**src/rtl/blvds_link_pkg.sv**
```systemverilog
// rtl/blvds_link_pkg.sv - shared state encoding, line constants and counter sizing for the BLVDS link
//
// Contents:
//   link_state_t  : link controller states (transmit and receive share one FSM)
//   START_BIT     : line level of a frame start bit
//   STOP_BIT      : line level of a frame stop bit; also the idle/terminated level
//   bit_cnt_width : width of a down-counter that must hold max_count

package blvds_link_pkg;

    typedef enum logic [2:0] {
        ST_IDLE,
        ST_PRE,
        ST_START,
        ST_DATA,
        ST_STOP,
        ST_TURN,
        ST_RX_DATA,
        ST_RX_STOP
    } link_state_t;

    localparam logic START_BIT = 1'b0;
    localparam logic STOP_BIT  = 1'b1;

    function automatic int bit_cnt_width(input int max_count);
        return (max_count < 2) ? 1 : $clog2(max_count + 1);
    endfunction

endpackage

```
**src/rtl/blvds_link_rx.sv**
```systemverilog
// rtl/blvds_link_rx.sv - BLVDS link deserializer with stop-bit and optional parity check
//
// Optional feature: BLVDS_LINK_PARITY_EN adds an even-parity bit after the data bits.
//
// Ports:
//   clk       : clock, rising edge
//   resetn    : synchronous active-low reset
//   shift_en  : sample line into the shift register this edge (one per data/parity bit)
//   check_en  : sample line as the stop bit this edge and judge the frame
//   line      : received line level
//   rx_tdata  : last good received word
//   rx_tvalid : one-cycle pulse, rx_tdata newly updated
//   rx_err    : one-cycle pulse, stop (or parity) error

module blvds_link_rx
    import blvds_link_pkg::*;
#(
    parameter int WIDTH = 8
) (
    input  logic             clk,
    input  logic             resetn,
    input  logic             shift_en,
    input  logic             check_en,
    input  logic             line,
    output logic [WIDTH-1:0] rx_tdata,
    output logic             rx_tvalid,
    output logic             rx_err
);

`ifdef BLVDS_LINK_PARITY_EN
    localparam int NBITS = WIDTH + 1;
`else
    localparam int NBITS = WIDTH;
`endif

    logic [NBITS-1:0] shreg;
    logic             frame_ok;

    // Bits arrive LSB first and enter at the top, so after NBITS shifts the
    // first received bit sits at index 0 and the parity bit (if any) on top.
`ifdef BLVDS_LINK_PARITY_EN
    // Even parity: XOR over data plus parity bit must be zero.
    assign frame_ok = (line == STOP_BIT) && !(^shreg);
`else
    assign frame_ok = (line == STOP_BIT);
`endif

    always_ff @(posedge clk) begin
        if (!resetn) begin
            shreg     <= '0;
            rx_tdata  <= '0;
            rx_tvalid <= 1'b0;
            rx_err    <= 1'b0;
        end else begin
            rx_tvalid <= 1'b0;
            rx_err    <= 1'b0;
            if (shift_en) begin
                shreg <= {line, shreg[NBITS-1:1]};
            end
            if (check_en) begin
                if (frame_ok) begin
                    rx_tdata  <= shreg[WIDTH-1:0];
                    rx_tvalid <= 1'b1;
                end else begin
                    rx_err <= 1'b1;
                end
            end
        end
    end

endmodule

```
**src/rtl/blvds_link_ctrl.sv**
```systemverilog
// rtl/blvds_link_ctrl.sv - half-duplex BLVDS link controller: transmit FSM, bus arbitration, T/I drive
//
// Optional feature: BLVDS_LINK_PARITY_EN adds an even-parity bit after the data bits
// (frame WIDTH+3 bits instead of WIDTH+2).
//
// Parameters:
//   WIDTH : payload bits per frame (4..16)
//   TURN  : guard cycles with the bus released after a transmit (1..15)
// Ports:
//   CLK      : sole clock, rising edge
//   RST_N    : synchronous active-low reset
//   TX_DATA  : word to send, captured at transfer
//   TX_VALID : TX_DATA valid
//   TX_READY : word accepted this cycle (idle and line idle)
//   RX_DATA  : last good received word
//   RX_VALID : one-cycle pulse, RX_DATA newly updated
//   RX_ERR   : one-cycle pulse, framing/parity error
//   I        : serial data to the buffer I input (1 whenever released)
//   T        : buffer tristate control, 1 = released, 0 = driving
//   O        : line state from the buffer O output

module blvds_link_ctrl
    import blvds_link_pkg::*;
#(
    parameter int WIDTH = 8,
    parameter int TURN  = 2
) (
    input  logic             CLK,
    input  logic             RST_N,
    input  logic [WIDTH-1:0] TX_DATA,
    input  logic             TX_VALID,
    output logic             TX_READY,
    output logic [WIDTH-1:0] RX_DATA,
    output logic             RX_VALID,
    output logic             RX_ERR,
    output logic             I,
    output logic             T,
    input  logic             O
);

`ifdef BLVDS_LINK_PARITY_EN
    localparam int NBITS = WIDTH + 1;
`else
    localparam int NBITS = WIDTH;
`endif

    localparam int CNT_MAX = (NBITS > TURN) ? NBITS : TURN;
    localparam int CW      = bit_cnt_width(CNT_MAX);

    localparam logic [CW-1:0] LAST_BIT  = CW'(NBITS - 1);
    localparam logic [CW-1:0] LAST_TURN = CW'(TURN - 1);
    localparam logic [CW-1:0] CNT_ONE   = CW'(1);

    link_state_t      state;
    logic [CW-1:0]    cnt;
    logic [NBITS-1:0] tx_shreg;
    logic [NBITS-1:0] tx_frame;
    logic             ready_en;
    logic             rx_shift;
    logic             rx_check;

`ifdef BLVDS_LINK_PARITY_EN
    assign tx_frame = {^TX_DATA, TX_DATA};
`else
    assign tx_frame = TX_DATA;
`endif

    // ready_en holds TX_READY low for the first cycle after reset release so
    // that acceptance starts only once a non-reset edge has been seen.
    assign TX_READY = ready_en && (state == ST_IDLE) && (O == STOP_BIT);

    assign rx_shift = (state == ST_RX_DATA);
    assign rx_check = (state == ST_RX_STOP);

    // T and I are registered with the state so the buffer sees glitch-free
    // controls; O is only looked at in IDLE and in the receive states, which
    // keeps our own transmit echo and the turnaround window out of the receiver.
    always_ff @(posedge CLK) begin
        if (!RST_N) begin
            state    <= ST_IDLE;
            cnt      <= '0;
            tx_shreg <= '0;
            ready_en <= 1'b0;
            T        <= 1'b1;
            I        <= 1'b1;
        end else begin
            ready_en <= 1'b1;
            case (state)
                ST_IDLE: begin
                    // A start bit on the line wins over a pending transmit.
                    if (O == START_BIT) begin
                        state <= ST_RX_DATA;
                        cnt   <= LAST_BIT;
                    end else if (TX_VALID && TX_READY) begin
                        state    <= ST_PRE;
                        tx_shreg <= tx_frame;
                        T        <= 1'b0;
                        I        <= STOP_BIT;
                    end
                end
                ST_PRE: begin
                    state <= ST_START;
                    I     <= START_BIT;
                end
                ST_START: begin
                    state    <= ST_DATA;
                    I        <= tx_shreg[0];
                    tx_shreg <= {1'b0, tx_shreg[NBITS-1:1]};
                    cnt      <= LAST_BIT;
                end
                ST_DATA: begin
                    if (cnt == '0) begin
                        state <= ST_STOP;
                        I     <= STOP_BIT;
                    end else begin
                        I        <= tx_shreg[0];
                        tx_shreg <= {1'b0, tx_shreg[NBITS-1:1]};
                        cnt      <= cnt - CNT_ONE;
                    end
                end
                ST_STOP: begin
                    state <= ST_TURN;
                    T     <= 1'b1;
                    I     <= 1'b1;
                    cnt   <= LAST_TURN;
                end
                ST_TURN: begin
                    if (cnt == '0) begin
                        state <= ST_IDLE;
                    end else begin
                        cnt <= cnt - CNT_ONE;
                    end
                end
                ST_RX_DATA: begin
                    if (cnt == '0) begin
                        state <= ST_RX_STOP;
                    end else begin
                        cnt <= cnt - CNT_ONE;
                    end
                end
                ST_RX_STOP: begin
                    state <= ST_IDLE;
                end
                default: begin
                    state <= ST_IDLE;
                    T     <= 1'b1;
                    I     <= 1'b1;
                end
            endcase
        end
    end

    blvds_link_rx #(
        .WIDTH(WIDTH)
    ) u_rx (
        .clk      (CLK),
        .resetn   (RST_N),
        .shift_en (rx_shift),
        .check_en (rx_check),
        .line     (O),
        .rx_tdata (RX_DATA),
        .rx_tvalid(RX_VALID),
        .rx_err   (RX_ERR)
    );

endmodule

```
**config.mk**
```make
export PLATFORM = sky130hd
export DESIGN_NAME = blvds_link_ctrl
export DESIGN_NICKNAME = d
export VERILOG_FILES = /design/src/rtl/blvds_link_pkg.sv /design/src/rtl/blvds_link_rx.sv /design/src/rtl/blvds_link_ctrl.sv
export SDC_FILE = /design/constraint.sdc
export NUM_CORES = 1
export LEC_CHECK = 0
export ABC_AREA = 1
export CORE_ASPECT_RATIO = 1.4
export CORE_MARGIN = 2
export CORE_UTILIZATION = 40
export CTS_BUF_LIST = sky130_fd_sc_hd__clkbuf_8
export CTS_CLUSTER_SIZE = 30
export DETAILED_ROUTE_END_ITERATION = 10
export PLACE_DENSITY = 0.67
export SLEW_MARGIN = 5
export SYNTH_ARGS = -nofsm -noshare
export SYNTH_HDL_FRONTEND = slang
export SYNTH_SLANG_ARGS = --single-unit
```
**constraint.sdc**
```tcl
create_clock -name CLK -period 1.91 [get_ports CLK]
set_input_delay 0.382 -clock CLK [delete_from_list [all_inputs] [get_ports CLK]]
set_output_delay 0.382 -clock CLK [all_outputs]
set_load 0.02 [all_outputs]
```
== After elaboration in Yosys (flattened, before gate mapping) ==
Index checks and enable logic that the tools add are counted.

* Register bits: 36
* Input port bits: 12
* Output and inout bits: 13

* Add/sub/neg operators: 1
* Eq/ne operators: 16
* Mux-type cells: 23
* Reduce and logical (&&, ||, !) cells: 17

{| class="wikitable"
|+ Operators with widths
! kind !! number
|-
| $mux W8 || 3
|-
| $pmux W3 S8 || 1
|-
| $pmux W8 S3 || 1
|-
| $pmux W4 S4 || 1
|-
| $mux W3 || 5
|-
| $eq A3 B3 Y1 const B || 4
|-
| $ne A2 B2 Y1 const B || 6
|-
| $reduce_and A3 Y1 || 3
|-
| $mux W1 || 8
|-
| $mux W4 || 2
|-
| $reduce_and A4 Y1 || 2
|-
| $eq A3 B2 Y1 const B || 2
|-
| $pmux W1 S5 || 1
|-
| $reduce_bool A5 Y1 || 1
|-
| $logic_not A4 Y1 || 1
|-
| $ne A2 B1 Y1 const B || 2
|-
| $reduce_and A2 Y1 || 2
|-
| $reduce_bool A4 Y1 || 1
|-
| $sub A4 B1 Y4 const B || 1
|-
| $eq A3 B1 Y1 const B || 1
|-
| $logic_and A1 B1 Y1 || 3
|-
| $logic_not A3 Y1 || 1
|-
| $ne A3 B2 Y1 const B || 1
|-
| $reduce_bool A3 Y1 || 1
|-
| other kinds (3) || 3
|}

== Depth between registers and ports, before layout ==
Gate-level depths: netlist (run 1).

* Word-level depth: 7
* Gate-level depth with buffers: 10

== Modules after synthesis ==
From an unflattened synthesis (run 1), not the netlist that was laid out.

* Cells, all modules: 280
* Area total of the unflattened synthesis: 1899.3 um^2

{| class="wikitable"
|+ Modules (own cells, without submodules)
! module !! times used !! cells an instance !! area each (um^2) !! sequential area each (um^2)
|-
| blvds_link_ctrl || 1 || 190 || 1234.9 || 360.3
|-
| blvds_link_rx || 1 || 90 || 664.4 || 360.3
|}

== Worst setup path before layout (run 1) ==
Ideal clock, no wire load.

* Path kind: register to register
* Start point: reg cnt[0]
* End point: reg tx_shreg[0]
* Library setup time: 0.114 ns
* Data arrival time: 1.271 ns
* Setup slack: 0.525 ns
* Cell stages (with the launch flop): 11
* Buffers on the path: 0
* Period minus slack after synthesis: 1.385 ns
* Cells stage by stage: dfxtp_1 -> inv_1 -> ha_1 -> nand2_1 -> inv_1 -> nand2_1 -> nor2_2 -> nor2_4 -> nand3_1 -> nand2_1 -> nor2_2

* Cells in the longest elaborated chain, start to end: 3

{| class="wikitable"
|+ Ends and longest elaborated chain
! what !! line !! source
|-
| start: declaration || blvds_link_ctrl.sv:55 || <nowiki>logic [CW-1:0] cnt;</nowiki>
|-
| start signal: assignment || blvds_link_ctrl.sv:118 || <nowiki>cnt <= cnt - CNT_ONE;</nowiki>
|-
| start signal: assignment || blvds_link_ctrl.sv:131 || <nowiki>cnt <= cnt - CNT_ONE;</nowiki>
|-
| start signal: assignment || blvds_link_ctrl.sv:138 || <nowiki>cnt <= cnt - CNT_ONE;</nowiki>
|-
| $logic_not A4 Y1 || blvds_link_ctrl.sv:112 || <nowiki>if (cnt == '0) begin</nowiki>
|-
| $ne A2 B2 Y1 (no line) || n/a ||
|-
| $reduce_and A4 Y1 (no line) || n/a ||
|-
| end signal: assignment || blvds_link_ctrl.sv:96 || <nowiki>tx_shreg <= tx_frame;</nowiki>
|-
| end signal: assignment || blvds_link_ctrl.sv:108 || <nowiki>tx_shreg <= {1'b0, tx_shreg[NBITS-1:1]};</nowiki>
|-
| end signal: assignment || blvds_link_ctrl.sv:117 || <nowiki>tx_shreg <= {1'b0, tx_shreg[NBITS-1:1]};</nowiki>
|-
| end: declaration || blvds_link_ctrl.sv:56 || <nowiki>logic [NBITS-1:0] tx_shreg;</nowiki>
|}

No other way between the ends.
A chain may end at the register's enable or synchronous reset.

== Worst setup path in the final report (run 1) ==
* Start point: in O
* End point: out TX_READY

* Cells in the longest elaborated chain, start to end: 1

{| class="wikitable"
|+ Ends and longest elaborated chain
! what !! line !! source
|-
| start: declaration || blvds_link_ctrl.sv:38 || <nowiki>input logic O</nowiki>
|-
| $logic_and A1 B1 Y1 || blvds_link_ctrl.sv:70 || <nowiki>assign TX_READY = ready_en && (state == ST_IDLE) && (O == STOP_BIT);</nowiki>
|-
| end: declaration || blvds_link_ctrl.sv:32 || <nowiki>output logic TX_READY,</nowiki>
|}

No other way between the ends.

==> results.md, run 1 <==
- Synth Warn #: 0
- Via count: 1609
- R2r worst-path depth: 10
- F_max: 0.566 GHz
- Mean Syn Cell Area: 7.24 um2
- DRT Wirelength: 3640 um
- DRC violations left: 0
- Slowest stage delay, CP: 480 ps
- Worst Path Required: 1530 ps
- Worst Tran Pin Value: 335 ps
- Reg power frac: 32.1%
- Post-Synthesis Cells: 250
- Clock Latency Late Sink: 290 ps
- Switch Pwr: 1430 uW
- Max-Cap Viols: 0
- Worst setup SP type: input pin
- Antenna-violating nets left: 0
- Post-DP HPWL: 2660 um
- CTS max path bufs: 2
- Die Width: 60.9 um
- Synthesis-stage register bit count: 36
- CP max FO: 2
- CTS buffer count: 5
- First-pass GRT wire length: 6220 um
- Vias/cell: 4.70
- Fin crit period: 1770 ps
- Slowest CP cell: clkdlybuf4s50_1
- Routability cong.: 0.839
- Post-Place Worst Slack: -136 ps
- Vias in the first global route: 1469
- Antenna violations before repair: 0
- Std-Cell Rows: 29
- WP buf/inv: 2
- Clock skew: 8.94 ps
- Fin nets: 293
- Slew margin rel.: 77.5%
- Filler Cell Count: 459
- Fraction of layout cells with a size suffix above 1: 15.4%
- DR iter-0 viols: 72
- Reg2Reg Launch Point: cnt[0]$_SDFFE_PN0P_
- Critical path arrival: 1380 ps
- Final cycle utilization of the critical path: 92.4%
- Mapped Area: 1810 um2
- End point of the critical path: TX_READY
- Final setup fails: 0
- Remaining Overflow, GRT: 0
- RSZ-0062 raised after global routing: no
- DR pass1 iterations: 4
- Register area share after synthesis: 39.8%
- Flop2flop setup slack: 300 ps
- Final Hold Viols: 0
- I/O pin count: 25
- Leakage power: 0.00102 uW
- Wire per inst: 10.7 um
- Crit path kind: in2out
- Synth unique cells: 27
- Combinational power share: 50.4%
- Core area: 4430 um2
- TritonCTS clock tree: done
- Aggregate global-route resource usage: 15.9%
- Setup Fix Bufs, Post-CTS: 0
- Worst hold path type: reg2reg
- Switching part of the total: 42.9%
- Clock-pin slew on the worst setup and hold paths: 60 ps
- Area grow syn2layout: 22.4%
- Buffers on Ports: 24
- Critical path origin: O
- Clock power frac: 17.4%
- Root Buffer: clkbuf_8
- Die ar.: 5090 um2
- H-tree depth: 2
- Inserted Diodes: 0
- Internal: 1900 uW
- Pwr Density: 1500 nW/um2
- Largest net degree at the start of global routing: 20
- Status: complete, no violations
- Crit-path cells: clkdlybuf4s50_1, nand3_1, nor2_1, dlygate4sd2_1
- Synth Net Count: 263
- Worst vdd ir: 593 uV
- Fin cells: 342
- Die Y: 83.6 um
- Critical path endpoint category: primary output
- Critical R2R Capture: tx_shreg[3]$_SDFFE_PN0P_
- Placed Cells: 335
- Sink Count: 36
- CP delay by family, top: buffers and inverters
- Crit path depth: 4
- PnR worst setup slack: 144 ps
- Initial Util: 40.9%
- Max-slew violations: 0
how the worst min path moves through the flow:
stage,startpoint,endpoint,slack (ps),cells after the start
floorplan,RST_N,ready_en$_DFF_P_,410,0
global placement,u_rx.shreg[0]$_SDFFE_PN0P_,u_rx.shreg[0]$_SDFFE_PN0P_,450,2
detailed placement,u_rx.shreg[0]$_SDFFE_PN0P_,u_rx.rx_tdata[0]$_SDFFE_PN0P_,460,2
CTS,u_rx.shreg[1]$_SDFFE_PN0P_,u_rx.shreg[1]$_SDFFE_PN0P_,470,2
global route,u_rx.shreg[0]$_SDFFE_PN0P_,u_rx.shreg[0]$_SDFFE_PN0P_,490,2
finish,u_rx.shreg[1]$_SDFFE_PN0P_,u_rx.shreg[1]$_SDFFE_PN0P_,470,2
timing repair:
item,in CTS,in global routing
setup endpoints to repair,1,0
hold buffers,0,0
resized for setup,1,0
sequential cells by signal, summed over array words and instances, names as in the netlist, 3 cells and up:
| signal | flops |
|---|---|
| state | 3 |
| u_rx.shreg | 8 |
| cnt | 4 |
| u_rx.rx_tdata | 8 |
| tx_shreg | 8 |
synth_stat cells (all sizes together):
master | n | area, um2
a21oi | 21 | 105
nand3 | 22 | 125
nand3b | 1 | 20.0
a31oi | 1 | 21.3
o21ai | 26 | 130
buf | 8 | 60.1
nor2 | 37 | 205
dfxtp | 36 | 721
ha | 1 | 12.5
inv | 34 | 133
nand2 | 57 | 226
nor3 | 3 | 20.0
nand4 | 2 | 12.5
o21bai | 1 | 18.8
kinds of logic (layout without fill, tap and decap cells):
logic type / after synthesis / after routing / share of synthesized area, %
and+or+nand+nor: 122 / 122 / 33.7
AOI/OAI and AO/OA: 49 / 49 / 15.2
buffers and inverters: 42 / 72 / 10.6
DFF: 36 / 36 / 39.8
adders and majority gates: 1 / 1 / 0.691
per-stage QoR:
step | area [um2] | hold slack [ps] | util [%] | TNS, ps | power [uW]
CTS | 2220 | 470 | 50.1 | 0 | 3360
finish | 2220 | 465 | 50.1 | 0 | 3320
global placement | 2120 | 452 | 47.9 | -122 | 2740
global route | 2220 | 493 | 50.1 | 0 | 3600
floorplan | 1810 | 410 | - | 0 | 2410
detailed placement | 2120 | 458 | 47.9 | -136 | 2760
area by class of cell:
class | count | area (um2) | area share (%)
timing repair buffer | 31 | 292 | 13.2
sequential | 36 | 721 | 32.5
inverter | 34 | 133 | 5.99
tap | 62 | 77.6 | 3.50
multi-input combinational | 172 | 897 | 40.5
clock buffer | 7 | 96.3 | 4.35
metal layers:
| metal | global-route usage, % | wire (um) | up-vias |
|---|---|---|---|
| met5 | 0 | 0 | - |
| met4 | 7.91 | 96 | 0 |
| met2 | 26.7 | 1820 | 40 |
| met3 | 4.65 | 166 | 9 |
| met1 | 17.6 | 1560 | 708 |
| li1 | - | - | 852 |
worst register-to-register path: stages, from the launching register on:
cell     delay [ps]
dfxtp_1         310
inv_1            90
ha_1            240
nand2_1          90
inv_1            50
nand2_1         230
nor2_2           90
nor2_4          190
nand3_1         100
nand2_1          80
nor2_2           30
cells in the final DEF, fill, tap and decap left out, drive strengths merged, types with 2 or more instances in the layout:
| cell | n |
|---|---|
| clkbuf | 7 |
| nand4 | 2 |
| nand3 | 22 |
| o21ai | 26 |
| clkdlybuf4s50 | 23 |
| nor2 | 37 |
| nand2 | 57 |
| dfxtp | 36 |
| buf | 7 |
| inv | 34 |
| a21oi | 21 |
| nor3 | 3 |
power groups by stage:
stage | clock network [uW] | logic [uW] | registers (uW)
global placement | 0 | 1660 | 1080
detailed placement | 0 | 1680 | 1090
finish | 580 | 1680 | 1070
CTS | 602 | 1680 | 1070
floorplan | 0 | 1340 | 1070
global route | 619 | 1890 | 1090
(Power assumes the default switching activity.)
==> run 2: changes to the inputs <==
--- a/config.mk
+++ b/config.mk
@@ -8,11 +8,11 @@
 export ABC_AREA = 1
 export CORE_ASPECT_RATIO = 1.4
 export CORE_MARGIN = 2
-export CORE_UTILIZATION = 40
+export CORE_UTILIZATION = 45
 export CTS_BUF_LIST = sky130_fd_sc_hd__clkbuf_8
 export CTS_CLUSTER_SIZE = 30
 export DETAILED_ROUTE_END_ITERATION = 10
-export PLACE_DENSITY = 0.67
+export PLACE_DENSITY = 0.74
 export SLEW_MARGIN = 5
 export SYNTH_ARGS = -nofsm -noshare
 export SYNTH_HDL_FRONTEND = slang
==> results.md, run 2 (same netlist as run 1, synthesis figures left out) <==
- Status: complete, no violations
- Post-DP HPWL: 2600 um (-2.2%)
- Worst setup SP type: input pin
- Worst hold path type: reg2reg
- CTS buffer count: 5 (unchanged)
- Setup Fix Bufs, Post-CTS: 0 (unchanged)
- Dpl cell area: 2100 um2 (-1.1%)
- Root Buffer: clkbuf_8
- Hold_buf cts: 0 (unchanged)
- Largest net degree at the start of global routing: 20 (unchanged)
- Buffers on Ports: 24 (unchanged)
- Worst Path Required: 1530 ps (about the same)
- DRC violations left: 0 (unchanged)
- Final cycle utilization of the critical path: 92.0% (-0.43 points)
- Clock skew: 2.15 ps (-6.79 ps)
- CTS max path bufs: 2 (unchanged)
- H-tree depth: 2 (unchanged)
- Crit path kind: in2out
- Critical path arrival: 1380 ps (about the same)
- Antenna violations before repair: 0 (unchanged)
- Die Width: 57.6 um (-5.3%)
- Setup TNS: 0 ps (unchanged)
- Via count: 1616 (+0.44%)
- TritonCTS clock tree: done
- Pwr Density: 1560 nW/um2 (+4.1%)
- RSZ-0062 raised after global routing: no
- Vias in the first global route: 1524 (+3.7%)
- Worst Tran Pin Value: 327 ps (-8.10 ps)
- Biggest regs: tx_shreg x8, u_rx.rx_tdata x8, u_rx.shreg x8
- I/O pin count: 25 (unchanged)
- DRT Wirelength: 3620 um (-0.55%)
- Wire per inst: 11.2 um (+5.0%)
- Die ar.: 4550 um2 (-11%)
- Fin nets: 293 (unchanged)
- Critical path endpoint category: primary output
- Remaining Overflow, GRT: 0 (unchanged)
- Post-cts sizing count: 1 (unchanged)
- Util after Layout: 57.2% (+7.1 points)
- Hold_ws: 462 ps (-3.06 ps)
- Fin crit period: 1760 ps (-8.16 ps)
- DR iter-0 viols: 70 (-2.8%)
- Most common cell after layout, fill and taps aside: nand2_1
- Fraction of layout cells with a size suffix above 1: 15.7% (+0.30 points)
- Fin cells: 324 (-5.3%)
- Most frequent cells in the layout: nand2_1 (54), dfxtp_1 (36), inv_1 (30)
- Final Hold Viols: 0 (unchanged)
- First-pass GRT wire length: 6270 um (+0.79%)
- F_max: 0.569 GHz (+0.46%)
- Initial Util: 46.6% (+5.7 points)
- Inserted Diodes: 0 (unchanged)
- Antenna-violating nets left: 0 (unchanged)
- Clock-pin slew on the worst setup and hold paths: 70 ps (about the same)
- Routability cong.: 0.868 (+3.5%)
- Die Y: 79.1 um (-5.4%)
- Final setup fails: 0 (unchanged)
- Post-route cell area: 2220 um2 (+0.28%)
- Worst vdd ir: 967 uV (+63%)
- Slew margin rel.: 78.0% (+0.54 points)
- CP max FO: 2 (unchanged)
- Max-slew violations: 0 (unchanged)
- Leakage power: 0.00104 uW (+1.4%)
- Vias/cell: 4.99 (+6.0%)
- Area grow syn2layout: 22.7%
- Max-Cap Viols: 0 (unchanged)
- Sink Count: 36 (unchanged)
- Core area: 3880 um2 (-12%)
- DR pass1 iterations: 4 (unchanged)
- Std-Cell Rows: 27 (-6.9%)
- Aggregate global-route resource usage: 17.7% (+1.7 points)
- Placed Cells: 316 (-5.7%)
- Clock Latency Late Sink: 290 ps (about the same)
-- run 2: area by class of cell --
cell class / count / area (um2)
clock buffers: 7 / 96.3
clock inverters: 1 / 30.0
fillers: 366 / 1660
inverters: 34 / 133
multi-input cells: 172 / 897
flip-flops and latches: 36 / 721
well taps: 43 / 53.8
repair buffers: 31 / 292
-- run 2: layer usage --
layer  global-route usage (%)  up-vias  part of all wire, %
met5                        0        -                    0
met4                     9.07        0                  1.8
met3                     4.56        8                  4.6
met2                     31.9       33                   52
met1                     18.2      717                   41
li1                         -      858                    -
-- run 2: power by group --
| group | total, uW | switching, uW | internal (uW) |
|---|---|---|---|
| logic | 1680 | 1060 | 622 |
| registers | 1070 | 114 | 952 |
| clock network | 720 | 260 | 460 |
| total | 3470 | 1430 | 2030 |
-- run 2: worst paths after layout --
path | from | end | slack [ps] | depth (start not counted)
worst min-delay path | I$_SDFFE_PN1P_ | I$_SDFFE_PN1P_ | 460 | 2
worst max-delay path | O | TX_READY | 150 | 4
worst min register to register | I$_SDFFE_PN1P_ | I$_SDFFE_PN1P_ | 460 | 2
worst max register to register | cnt[0]$_SDFFE_PN0P_ | tx_shreg[4]$_SDFFE_PN0P_ | 310 | 10
-- run 2: metrics by stage --
stage | power, uW | worst slack (ps)
floorplan | 2410 | 525
global placement | 2730 | -113
detailed placement | 2760 | -132
CTS | 3500 | 141
global route | 3760 | 52.0
finish | 3470 | 152
-- run 2: worst max-delay path: stages --
cell             delay, ps
clkdlybuf4s50_1        480
nand3_1                 90
nor2_1                  90
dlygate4sd2_1          340
==> run 3: changes to the inputs <==
--- a/config.mk
+++ b/config.mk
@@ -12,7 +12,9 @@
 export CTS_BUF_LIST = sky130_fd_sc_hd__clkbuf_8
 export CTS_CLUSTER_SIZE = 30
 export DETAILED_ROUTE_END_ITERATION = 10
+export GPL_TIMING_DRIVEN = 0
 export PLACE_DENSITY = 0.74
+export SKIP_LAST_GASP = 1
 export SLEW_MARGIN = 5
 export SYNTH_ARGS = -nofsm -noshare
 export SYNTH_HDL_FRONTEND = slang
==> results.md, run 3 (same netlist as run 1, synthesis figures left out) <==
- CP max FO: 10 (+8)
- Worst Path Required: 1530 ps (about the same)
- Fin crit period: 1720 ps (-36.4 ps)
- Aggregate global-route resource usage: 18.7% (+1.0 points)
- Critical path origin: state[0]$_SDFFE_PN0P_
- Via count: 1635 (+1.2%)
- Flop2flop setup slack: 320 ps (about the same)
- Slowest stage delay, CP: 310 ps (-170 ps)
- Worst setup SP type: register
- Die Y: 79.1 um (unchanged)
- Setup Fix Bufs, Post-CTS: 0 (unchanged)
- Initial Util: 46.6% (unchanged)
- Critical path endpoint category: primary output
- CTS buffer count: 5 (unchanged)
- Buffers on Ports: 24 (unchanged)
- First-pass GRT wire length: 6620 um (+5.6%)
- Wire per inst: 11.5 um (+2.5%)
- Dpl cell area: 2100 um2 (+0.36%)
- Pwr Density: 1520 nW/um2 (-2.7%)
- Antenna-violating nets left: 0 (unchanged)
- Biggest regs: tx_shreg x8, u_rx.rx_tdata x8, u_rx.shreg x8
- Std-Cell Rows: 27 (unchanged)
- H-tree depth: 2 (unchanged)
- Fraction of layout cells with a size suffix above 1: 15.7% (unchanged)
- TritonCTS clock tree: done
- Most common cell after layout, fill and taps aside: nand2_1
- Routability cong.: 0.822 (-5.3%)
- Worst vdd ir: 900 uV (-6.9%)
- Vias in the first global route: 1557 (+2.2%)
- Final cycle utilization of the critical path: 90.1% (-1.9 points)
- Hold Startpoint: u_rx.shreg[0]$_SDFFE_PN0P_
- Crit-path cells: buf_6, nor2_8, nand3_1, nor2_1, clkbuf_2
- Fin nets: 294 (+0.34%)
- Reg2Reg Launch Point: cnt[0]$_SDFFE_PN0P_
- Slew margin rel.: 75.5% (-2.6 points)
- Critical R2R Capture: tx_shreg[4]$_SDFFE_PN0P_
- Fin cells: 324 (unchanged)
- DR iter-0 viols: 81 (+16%)
- I/O pin count: 25 (unchanged)
- CTS max path bufs: 2 (unchanged)
- Antenna violations before repair: 0 (unchanged)
- Status: complete, no violations
- Total chip power: 3330 uW (-3.9%)
- Placed Cells: 317 (+0.32%)
- Remaining Overflow, GRT: 0 (unchanged)
- Final setup fails: 0 (unchanged)
- Critical path arrival: 1340 ps (-40 ps)
- Setup TNS: 0 ps (unchanged)
- Die ar.: 4550 um2 (unchanged)
- Worst hold path type: reg2reg
- Largest net degree at the start of global routing: 11 (-45%)
- Clock skew: 2.84 ps (+0.688 ps)
- Worst Tran Pin Value: 368 ps (+40.7 ps)
- RSZ-0062 raised after global routing: no
- Final Hold Viols: 0 (unchanged)
- Clock Latency Late Sink: 290 ps (about the same)
- Max-Cap Viols: 0 (unchanged)
- F_max: 0.581 GHz (+2.1%)
- Most frequent cells in the layout: nand2_1 (54), dfxtp_1 (36), inv_1 (30)
- Post-DP HPWL: 2700 um (+3.9%)
- Slowest CP cell: dfxtp_1
- Max-slew violations: 0 (unchanged)
- DRC violations left: 0 (unchanged)
- Inserted Diodes: 0 (unchanged)
- Post-route cell area: 2190 um2 (-1.2%)
- Leakage power: 0.00102 uW (-1.4%)
- Area grow syn2layout: 21.2%
- Vias/cell: 5.05 (+1.2%)
- Sink Count: 36 (unchanged)
- R2r worst-path depth: 10 (unchanged)
- Clock-pin slew on the worst setup and hold paths: 70 ps (about the same)
- Crit path kind: reg2out
- Core area: 3880 um2 (unchanged)
- Cells on Worst Hold Path: 2 (unchanged)
- Hold Path End: u_rx.shreg[0]$_SDFFE_PN0P_
- Die Width: 57.6 um (unchanged)
- Root Buffer: clkbuf_8
- DR pass1 iterations: 4 (unchanged)
- DRT Wirelength: 3720 um (+2.5%)
[run 3: cell count changes in the layout (fill, tap and decap cells not counted)]
cell	change
buf_4	-6
buf_2	+3
buf_6	+3
buf_1	+1
bufinv_16	-1
clkbuf_2	+1
clkdlybuf4s50_1	-1
[run 3: critical path: cells and delay by family, from the launching register on]
family / cells / cell delay (ps)
flops: 1 / 310
buf+inv: 2 / 320
simple gates: 3 / 420
[run 3: area by class of cell]
cell class                      count  area (um2)
Tap cell                           43        53.8
Buffer                              8        60.1
Sequential cell                    36         721
Multi-Input combinational cell    172         897
Inverter                           34         133
Clock buffer                        7        96.3
Timing Repair Buffer               24         234
Fill cell                         383        1690
[run 3: metal layers]
layer  wire, um  share of wire (%)  GRT usage, %  up-vias
met5          0                  0             0        -
met3        179                4.8          4.40       10
met4         86                2.3          8.37        0
met1       1520                 41          19.4      743
met2       1930                 52          34.4       28
li1           -                  -             -      854
[run 3: power by group]
part	internal [uW]	total [uW]	switching, uW
logic	631	1720	1090
clock network	321	575	255
registers	952	1040	88.8
[run 3: worst max-delay path by stage]
stage,endpoint,cells past startpoint
detailed placement,TX_READY,4
finish,TX_READY,5
CTS,TX_READY,5
global route,TX_READY,5
floorplan,tx_shreg[0]$_SDFFE_PN0P_,10
global placement,TX_READY,4
[run 3: stage by stage]
stage               setup slack (ps)  hold slack, ps  util (%)
floorplan                        525             410         -
global placement                -406             450      54.2
CTS                             16.1             471      56.6
global route                     119             494      56.5
detailed placement              -391             457      54.2
finish                           189             467      56.5
[run 3: repair_timing]
action | CTS | global route
endpoints found under the hold margin | 0 | 0
resized for setup | 2 | 2
setup endpoints to repair | 1 | 1
hold buffers | 0 | 0
